**config.mk**
```make
export PLATFORM = sky130hd
export DESIGN_NAME = instruction_encoder
export DESIGN_NICKNAME = d
export VERILOG_FILES = /design/src/rtl/instruction_encoder.sv
export SDC_FILE = /design/constraint.sdc
export NUM_CORES = 1
export LEC_CHECK = 0
export CAP_MARGIN = 20
export CORE_ASPECT_RATIO = 1.4
export CORE_MARGIN = 3
export CORE_UTILIZATION = 40
export DETAILED_ROUTE_END_ITERATION = 10
export GPL_TIMING_DRIVEN = 0
export PLACE_DENSITY = 0.83
export SKIP_CTS_REPAIR_TIMING = 1
export SYNTH_ARGS = -nofsm -noshare
export SYNTH_HDL_FRONTEND = slang
export SYNTH_SLANG_ARGS = --single-unit
```
**constraint.sdc**
```tcl
create_clock -name clk -period 1.69 [get_ports clk]
set_input_delay 0.169 -clock clk [delete_from_list [all_inputs] [get_ports clk]]
set_output_delay 0.169 -clock clk [all_outputs]
set_load 0.01 [all_outputs]
```
**src/rtl/instruction_encoder.sv**
```systemverilog
// Instruction assembler and program loader: packs one field bundle per handshake into a
// 32-bit instruction word and streams the words to consecutive instruction-memory addresses.
module instruction_encoder #(
    parameter int AW = 10
) (
    input  logic          clk,
    input  logic          rst_n,
    input  logic          start,
    input  logic [AW-1:0] base_addr,
    input  logic          in_valid,
    output logic          in_ready,
    input  logic          in_last,
    input  logic [1:0]    funtype,
    input  logic [1:0]    funcode,
    input  logic [3:0]    rd,
    input  logic [3:0]    rs,
    input  logic [3:0]    rx,
    input  logic          selimm,
    input  logic [31:0]   imm,
    output logic          mem_we,
    output logic [AW-1:0] mem_addr,
    output logic [31:0]   mem_wdata,
    input  logic          mem_ack,
    output logic          busy,
    output logic          done,
    output logic          err_illegal,
    output logic [7:0]    err_count,
    output logic [AW:0]   word_count,
    output logic          wrapped
);

    // state | meaning
    // IDLE  | waiting for start; outputs hold last program's status
    // RUN   | accepting bundles and issuing writes
    // DRAIN | last bundle taken; waiting for its write to be acked
    // DONE  | one-cycle completion pulse
    typedef enum logic [1:0] {IDLE, RUN, DRAIN, DONE} state_t;

    localparam logic [1:0] FT_REG      = 2'b00;
    localparam logic [1:0] FT_MEM      = 2'b01;
    localparam logic [1:0] FT_BRANCH   = 2'b10;
    localparam logic [1:0] FC_CACHE_WR = 2'b10;

    localparam logic [AW-1:0] ADDR_ONE = {{(AW-1){1'b0}}, 1'b1};
    localparam logic [AW:0]   WC_ONE   = {{AW{1'b0}}, 1'b1};

    state_t      state;
    state_t      state_nxt;
    logic [31:0] enc_word;
    logic        enc_legal;
    logic        accept;
    logic        ack_hit;
    logic        write_go;
    logic        reject;

    always_comb begin : encode
        enc_word  = '0;
        enc_legal = 1'b1;
        case (funtype)
            FT_REG: begin
                if (selimm) begin
                    enc_word  = {funtype, funcode, rd, rs, imm[18:0], 1'b1};
                    enc_legal = (imm[31:19] == '0);
                end else begin
                    enc_word = {funtype, funcode, rd, rs, rx, 16'b0};
                end
            end
            FT_MEM: begin
                // memory ops have no immediate form
                enc_word  = {funtype, funcode, rd, rs, rx, 16'b0};
                enc_legal = !selimm;
            end
            FT_BRANCH: begin
                enc_word  = {funtype, funcode, imm[27:0]};
                enc_legal = (imm[31:28] == '0);
            end
            default: begin
                if (funcode == FC_CACHE_WR) begin
                    enc_word  = {funtype, funcode, rd, imm[3:0], 20'b0};
                    enc_legal = (imm[31:4] == '0);
                end else begin
                    enc_word = {funtype, funcode, rd, 24'b0};
                end
            end
        endcase
    end

    // A pending write that is acked this edge frees the output register for a new word.
    assign in_ready = (state == RUN) && (!mem_we || mem_ack);
    assign accept   = in_valid && in_ready;
    assign ack_hit  = mem_we && mem_ack;
    assign write_go = accept && enc_legal;
    assign reject   = accept && !enc_legal;
    assign busy     = (state != IDLE);
    assign done     = (state == DONE);

    always_comb begin : fsm_next
        state_nxt = state;
        case (state)
            IDLE:    if (start) state_nxt = RUN;
            RUN:     if (accept && in_last) state_nxt = DRAIN;
            DRAIN:   if (!mem_we || mem_ack) state_nxt = DONE;
            DONE:    state_nxt = IDLE;
            default: state_nxt = IDLE;
        endcase
    end

    always_ff @(posedge clk or negedge rst_n) begin
        if (!rst_n) begin
            state <= IDLE;
        end else begin
            state <= state_nxt;
        end
    end

    always_ff @(posedge clk or negedge rst_n) begin
        if (!rst_n) begin
            mem_we      <= 1'b0;
            mem_addr    <= '0;
            mem_wdata   <= '0;
            err_illegal <= 1'b0;
            err_count   <= '0;
            word_count  <= '0;
            wrapped     <= 1'b0;
        end else begin
            err_illegal <= reject;

            if (state == IDLE && start) begin
                mem_addr   <= base_addr;
                word_count <= '0;
                err_count  <= '0;
                wrapped    <= 1'b0;
            end else if (ack_hit) begin
                mem_addr   <= mem_addr + ADDR_ONE;
                word_count <= word_count + WC_ONE;
                if (&mem_addr) begin
                    wrapped <= 1'b1;
                end
            end

            if (write_go) begin
                mem_we    <= 1'b1;
                mem_wdata <= enc_word;
            end else if (ack_hit) begin
                mem_we <= 1'b0;
            end

            if (reject && err_count != 8'hFF) begin
                err_count <= err_count + 8'd1;
            end
        end
    end

endmodule

```
==> results of run 1 <==
## layer usage
layer,vias up,global-route usage [%],part of all wire [%]
met4,0,9.93,2.9
met1,1645,22.6,37
met2,165,36.6,51
li1,1572,-,-
met5,-,0,0
met3,21,7.14,9.1
## per-stage QoR
| step | setup WS (ns) | TNS (ns) | utilization (%) | area [um^2] | instances |
|---|---|---|---|---|---|
| 5_1_grt | -0.252 | -5.18 | 68.5 | 5720 | 614 |
| 4_1_cts | -0.483 | -25.57 | 64.1 | 5350 | 596 |
| 6_report | -0.168 | -1.63 | 68.5 | 5720 | 614 |
| 3_5_place_dp | -0.839 | -39.84 | 60.6 | 5050 | 580 |
| 3_3_place_gp | -1.73 | -151.75 | 60.6 | 5060 | 580 |
| 2_1_floorplan | -0.109 | -1.86 | - | 3620 | 347 |
## registers in the layout, indices dropped and copies added (netlist names)
name         cells
mem_wdata       32
mem_addr        10
err_illegal      1
wrapped          1
state            2
mem_we           1
word_count      11
err_count        8
## cells by family (layout without fill, tap and decap cells)
| kind of cell | Yosys count | in the layout |
|---|---|---|
| and+or+nand+nor | 131 | 133 |
| AOI/OAI and AO/OA | 90 | 90 |
| xor gates and xnor gates | 21 | 21 |
| muxes | 6 | 6 |
| other | 0 | 1 |
| buffers and inverters | 25 | 187 |
| DFF | 66 | 66 |
| adders and majority gates | 8 | 8 |
## Yosys cell counts, types with 3 or more instances
cell type | n | area, um^2
inv_1 | 6 | 22.5
nand2_1 | 60 | 225
a21oi_1 | 9 | 45.0
dfrtp_1 | 66 | 1650
o31ai_2 | 15 | 188
nand3_1 | 10 | 50.1
and3_1 | 10 | 62.6
ha_1 | 8 | 100
mux2i_1 | 4 | 40.0
a22oi_1 | 19 | 143
xor2_1 | 15 | 131
a211o_1 | 4 | 35.0
nor4_1 | 3 | 18.8
o21ai_0 | 27 | 135
xnor2_1 | 6 | 52.6
clkbuf_1 | 14 | 52.6
nor2_1 | 24 | 90.1
nand4_1 | 5 | 31.3
a222oi_1 | 5 | 50.1
## how the worst max path moves through the flow
| stage | endpoint | slack (ns) |
|---|---|---|
| finish | err_count[2] | -0.17 |
| global route | err_count[0] | -0.25 |
| CTS | mem_wdata[15] | -0.48 |
| detailed placement | mem_wdata[7] | -0.84 |
| global placement | mem_wdata[9] | -1.73 |
| floorplan | err_count[2] | -0.11 |
## layout by cell type (no fill, tap or decap), drive strengths merged, types with 2 or more instances in the layout
cell type	n
clkbuf	35
and2	3
a211o	4
o41ai	2
clkinv	2
clkinvlp	2
a21oi	10
nand2	60
o31ai	17
and3	10
nand4	5
clkdlybuf4s50	100
ha	8
buf	26
nor3	4
inv	7
nor2	24
mux2i	4
xnor2	6
xor2	15
nand3	13
dfrtp	66
o21ai	27
mux2	2
nor3b	2
dlymetal6s2s	15
a31oi	2
a22oi	19
a222oi	5
nor4	5
nand2b	2
## critical path: stages (launching register included)
cell and delay [ns]:
dfrtp_1 0.42, ha_1 0.24, nand3_2 0.10, nor2_1 0.08, a31o_2 0.27, a21oi_4 0.15, buf_4 0.14, nor2_4 0.04
a211o_1 0.29
## cell type report
type	instances	area [um^2]	area share, %
clock inverter	4	25.0	0.438
sequential	66	1650	28.9
clock buffer	12	267	4.66
antenna	1	2.50	0.0438
timing repair buffer	147	1500	26.2
multi-input combinational	258	1960	34.2
tap	102	128	2.23
buffer	17	160	2.80
inverter	7	26.3	0.460
## power by group
group / internal (W) / switching [W] / total [W]
clock network: 0.00111 / 0.000686 / 0.00179
logic: 0.00172 / 0.00145 / 0.00318
registers: 0.00208 / 0.000419 / 0.00250
==> flow_summary.ini, run 1 <==
[placed_design]
gp_congestion = 0.916
dp_hpwl_um = 7710
port_buffers = 131

[critical_path]
reg2reg_setup_slack_ns = -0.17
cp.required_ns = 1.91
r2r_start = err_count[1]
cp_max_fo = 5
startpoint = err_count[1]
arrival_ns = 2.07
reg2reg_to = err_count[2]
crit_type = register to register
crit_path_start_kind = register
worstRegToRegCells = 8
crit_path_end_kind = register

[clock_network]
clock-sinks = 66
cts_root_buf = clkbuf_16
cts.clk_slew.worst_paths_ns = 0.05
numCtsBuffers = 9
cts-htree-levels = 3
cts_buffer_depth = 2
clkLatencyLatePin_ns = 0.33
cts_tree = built

[timing]
skew_ns = 0.00763
finalHoldWorstSlack_ns = -0.0588
hold_viol_final = 66
relSlewSlack_pct = 43.5
final.period_utilization_pct = 110
fmax_mhz = 538
layout_min_cycle_time_ns = 1.86
finalSetupViolations = 28
layout_setup_ws_ns = -0.168
maxSlewViolCount = 0
rsz0062_at_grt = true
tightest_slew_ns = 0.848

[global_routing]
grt_antenna_before_repair = 1
grt-ovfl-total = 0
grt_pass1_vias = 3427
grt_max_degree = 67
grt_pass1_wl_um = 16400
grt_usage_pct = 20.9

[floorplan]
rows = 39
start_util_pct = 42.2
design.die.area_um2 = 9970
ioPinCount = 132
die_x_um = 85.3
coreArea_um2 = 8340
die_h_um = 117

[synthesis]
synth_area_um2 = 3520
synthFlopType = dfrtp_1
synth_top_family_by_area = compound AO/OA/AOI/OAI gates
avgSynthCellArea_um2 = 10.1
post_synth_num_cell_types = 45
synthMuxAreaShare_pct = 1.78
synth_compound_area_share_pct = 20.4
yosys_warnings = 0
syn_inst = 347
synth_edf_count = 0
synth_simple_gate_area_share_pct = 19.6
syn-num-nets = 420
synth-xor-area-share_pct = 5.23
async_flop_share_pct = 100
synth_seq_cells = 66
ys_seq_area_share_pct = 46.9
synth-adder-area-share_pct = 2.84

[cells_and_area]
drive_gt1_share_pct = 24.5
num-nets-final = 579
syn_to_final_growth_pct = 62.4
fillCellCount = 590

[routing]
via_per_inst = 5.54
ant_nets = 0
drc = 0
wl_per_cell_um = 17.7
finalWirelength_um = 10900
vias = 3403
drtPass1Iterations = 7
drt_iter0_markers = 149

[status]
failed_checks = hold timing, setup timing
status = finished with violations

[pwr]
p_total_w = 0.00747
p_per_area_nw_per_um2 = 1310
leakagePower_nw = 2.59
vdd_drop_max_uv = 907

[run]
maxCapViolations = 0

[min_path]
hold_path_class = primary input to async pin
Note: power is estimated with default switching activity, not from simulation.
==> inputs of run 2 (changes only) <==
--- a/config.mk
+++ b/config.mk
@@ -10,8 +10,7 @@
 export CORE_MARGIN = 3
 export CORE_UTILIZATION = 40
 export DETAILED_ROUTE_END_ITERATION = 10
-export GPL_TIMING_DRIVEN = 0
-export PLACE_DENSITY = 0.83
+export PLACE_DENSITY = 0.72
 export SKIP_CTS_REPAIR_TIMING = 1
 export SYNTH_ARGS = -nofsm -noshare
 export SYNTH_HDL_FRONTEND = slang
==> run 2 against run 1 <==
Net effect:
- the flow finishes with violations (setup timing)
- clock-buffer cell count down 1
- worst setup slack better by 0.066 ns
- critical path type is now primary input to register
- wire length up 13%
- global-route usage up 0.34 points
- critical endpoint is now mem_wdata[6]
- critical path depth up 2
- clock power up 13%
- sequential power up 2%
- largest power group unchanged
- worst hold slack better by 0.26 ns
- first-iteration DRC count down 15%
- die area unchanged
- total power up 8.7%
==> flow_summary.ini, run 2 (synthesis gave the netlist of run 1 again) <==
[status]
status = finished with violations
failed_checks = setup timing

[floorplan]
ioPinCount = 132
design.die.area_um2 = 9970
rows = 39
coreArea_um2 = 8340
die_x_um = 85.3
die_h_um = 117
start_util_pct = 42.2

[pwr]
p_per_area_nw_per_um2 = 1280
vdd_drop_max_uv = 1030
leakagePower_nw = 2.95

[clock_network]
numCtsBuffers = 9
cts_root_buf = clkbuf_16
cts-htree-levels = 3
cts.clk_slew.worst_paths_ns = 0.06
cts_buffer_depth = 2
clkLatencyLatePin_ns = 0.33
clock-sinks = 66
cts_tree = built

[global_routing]
grt_antenna_before_repair = 0
grt_max_degree = 42
grt_pass1_vias = 3510
grt-ovfl-total = 0
grt_usage_pct = 21.2
grt_pass1_wl_um = 16800

[critical_path]
critical_path_buf_inv_count = 4
arrival_ns = 1.99
reg2reg_setup_slack_ns = 0
crit_path_start_kind = primary input
cpMostUsedCell = buf_6
critical_path.max_stage_delay_ns = 0.44
crit_path_top_delay_cell = o41ai_4
crit_type = primary input to register
crit_family = simple AND/OR/NAND/NOR gates
cp_max_fo = 5
path_cells = clkbuf_2 > nor4_4 > nand4b_4 > o41ai_4 > buf_6 > buf_6 > nand3_4 > buf_6 > nand2_2 > o31ai_4
crit_path_end_kind = register
cp.required_ns = 1.89

[timing]
tightest_slew_ns = 0.530
finalSetupViolations = 36
layout_setup_ws_ns = -0.101
rsz0062_at_grt = true
relSlewSlack_pct = 64.7
hold_viol_final = 0
layout_min_cycle_time_ns = 1.79
skew_ns = 0.00641
final.period_utilization_pct = 106
fmax_mhz = 558
maxSlewViolCount = 0

[placed_design]
post_dp_cell_area_um2 = 5400
preCtsSetupSlack_ns = -0.832
dp_hpwl_um = 7960
gp_congestion = 0.893
port_buffers = 131

[routing]
drtPass1Iterations = 4
wl_per_cell_um = 18.8
vias = 3587
drc = 0
via_per_inst = 5.48
finalWirelength_um = 12300
drt_iter0_markers = 126
ant_nets = 0

[cells_and_area]
regMostFlops = mem_wdata
largest_reg_flops = 32
final_cell_area_um2 = 6350
syn_to_final_growth_pct = 80.4
diodes = 0
layout_common_cells = clkdlybuf4s50_1 (99), dfrtp_1 (66), buf_4 (62)
num-nets-final = 621
drive_gt1_share_pct = 32.2
largest_registers = mem_wdata (32), word_count (11), mem_addr (10)
mostFrequentLayoutCell = clkdlybuf4s50_1

[run]
maxCapViolations = 0

[min_path]
hold_path_class = primary input to register
[run 2: cell count changes in the layout (fill, tap and decap cells not counted), sizes merged, moves of 2 or more]
cell	change
buf	+47
clkbuf	-16
bufinv	+2
dlymetal6s2s	+11
[run 2: per-stage QoR]
step	util, %	hold WS, ns	std cells	setup TNS (ns)	total power [W]
6_report	76.1	0.206	655	-1.65	0.00812
5_1_grt	76.1	0.207	655	-4.38	0.00858
4_1_cts	68.6	-0.185	640	-14.88	0.00758
3_5_place_dp	64.7	0.176	624	-29.05	0.00553
3_3_place_gp	64.7	0.155	624	-25.22	0.00542
2_1_floorplan	-	-0.127	347	-1.86	0.00377
[run 2: final cells by class]
cell class              count  area, um^2
clock buffers              11         243
clock inverters             5        77.6
fillers                   557        2000
multi-input cells         257        2150
repair buffers            207        2070
inverters                   7        26.3
flip-flops and latches     66        1650
well taps                 102         128
[run 2: tightest hold or removal path, stage by stage]
cell and delay (ns):
clkbuf_2 0.13, mux2i_1 0.08, o21ai_1 0.11
[run 2: path summary, 6_finish.rpt]
check,startpoint,endpoint,cells past startpoint
worst min-delay path,imm[27],mem_wdata[27],3
worst max register to register,err_count[1],err_count[5],7
min in group asynchronous,rst_n,state[1],2
worst min register to register,mem_wdata[22],mem_wdata[22],2
max in group asynchronous,rst_n,mem_addr[2],3
worst max-delay path,imm[27],mem_wdata[6],10
[run 2: per-layer routing]
metal	routed length [um]	up-vias	part of all wire (%)	GRT usage (%)
met1	4750	1742	39	25.0
li1	-	1659	-	-
met4	184	0	1.5	9.19
met3	1040	19	8.5	6.58
met2	6310	167	51	35.8
met5	0	-	0	0
[run 2: power by group]
group,internal [W],leakage [nW],switching (W)
Sequential,0.00208,0.866,0.000472
Combinational,0.00195,1.93,0.00160
Clock,0.00133,0.156,0.000689
==> inputs of run 3 (changes only) <==
--- a/config.mk
+++ b/config.mk
@@ -9,6 +9,7 @@
 export CORE_ASPECT_RATIO = 1.4
 export CORE_MARGIN = 3
 export CORE_UTILIZATION = 40
+export CTS_CLUSTER_SIZE = 25
 export DETAILED_ROUTE_END_ITERATION = 10
 export PLACE_DENSITY = 0.72
 export SKIP_CTS_REPAIR_TIMING = 1
==> results of run 3 <==
Final layout, timing and power as in run 2 (identical DEF).
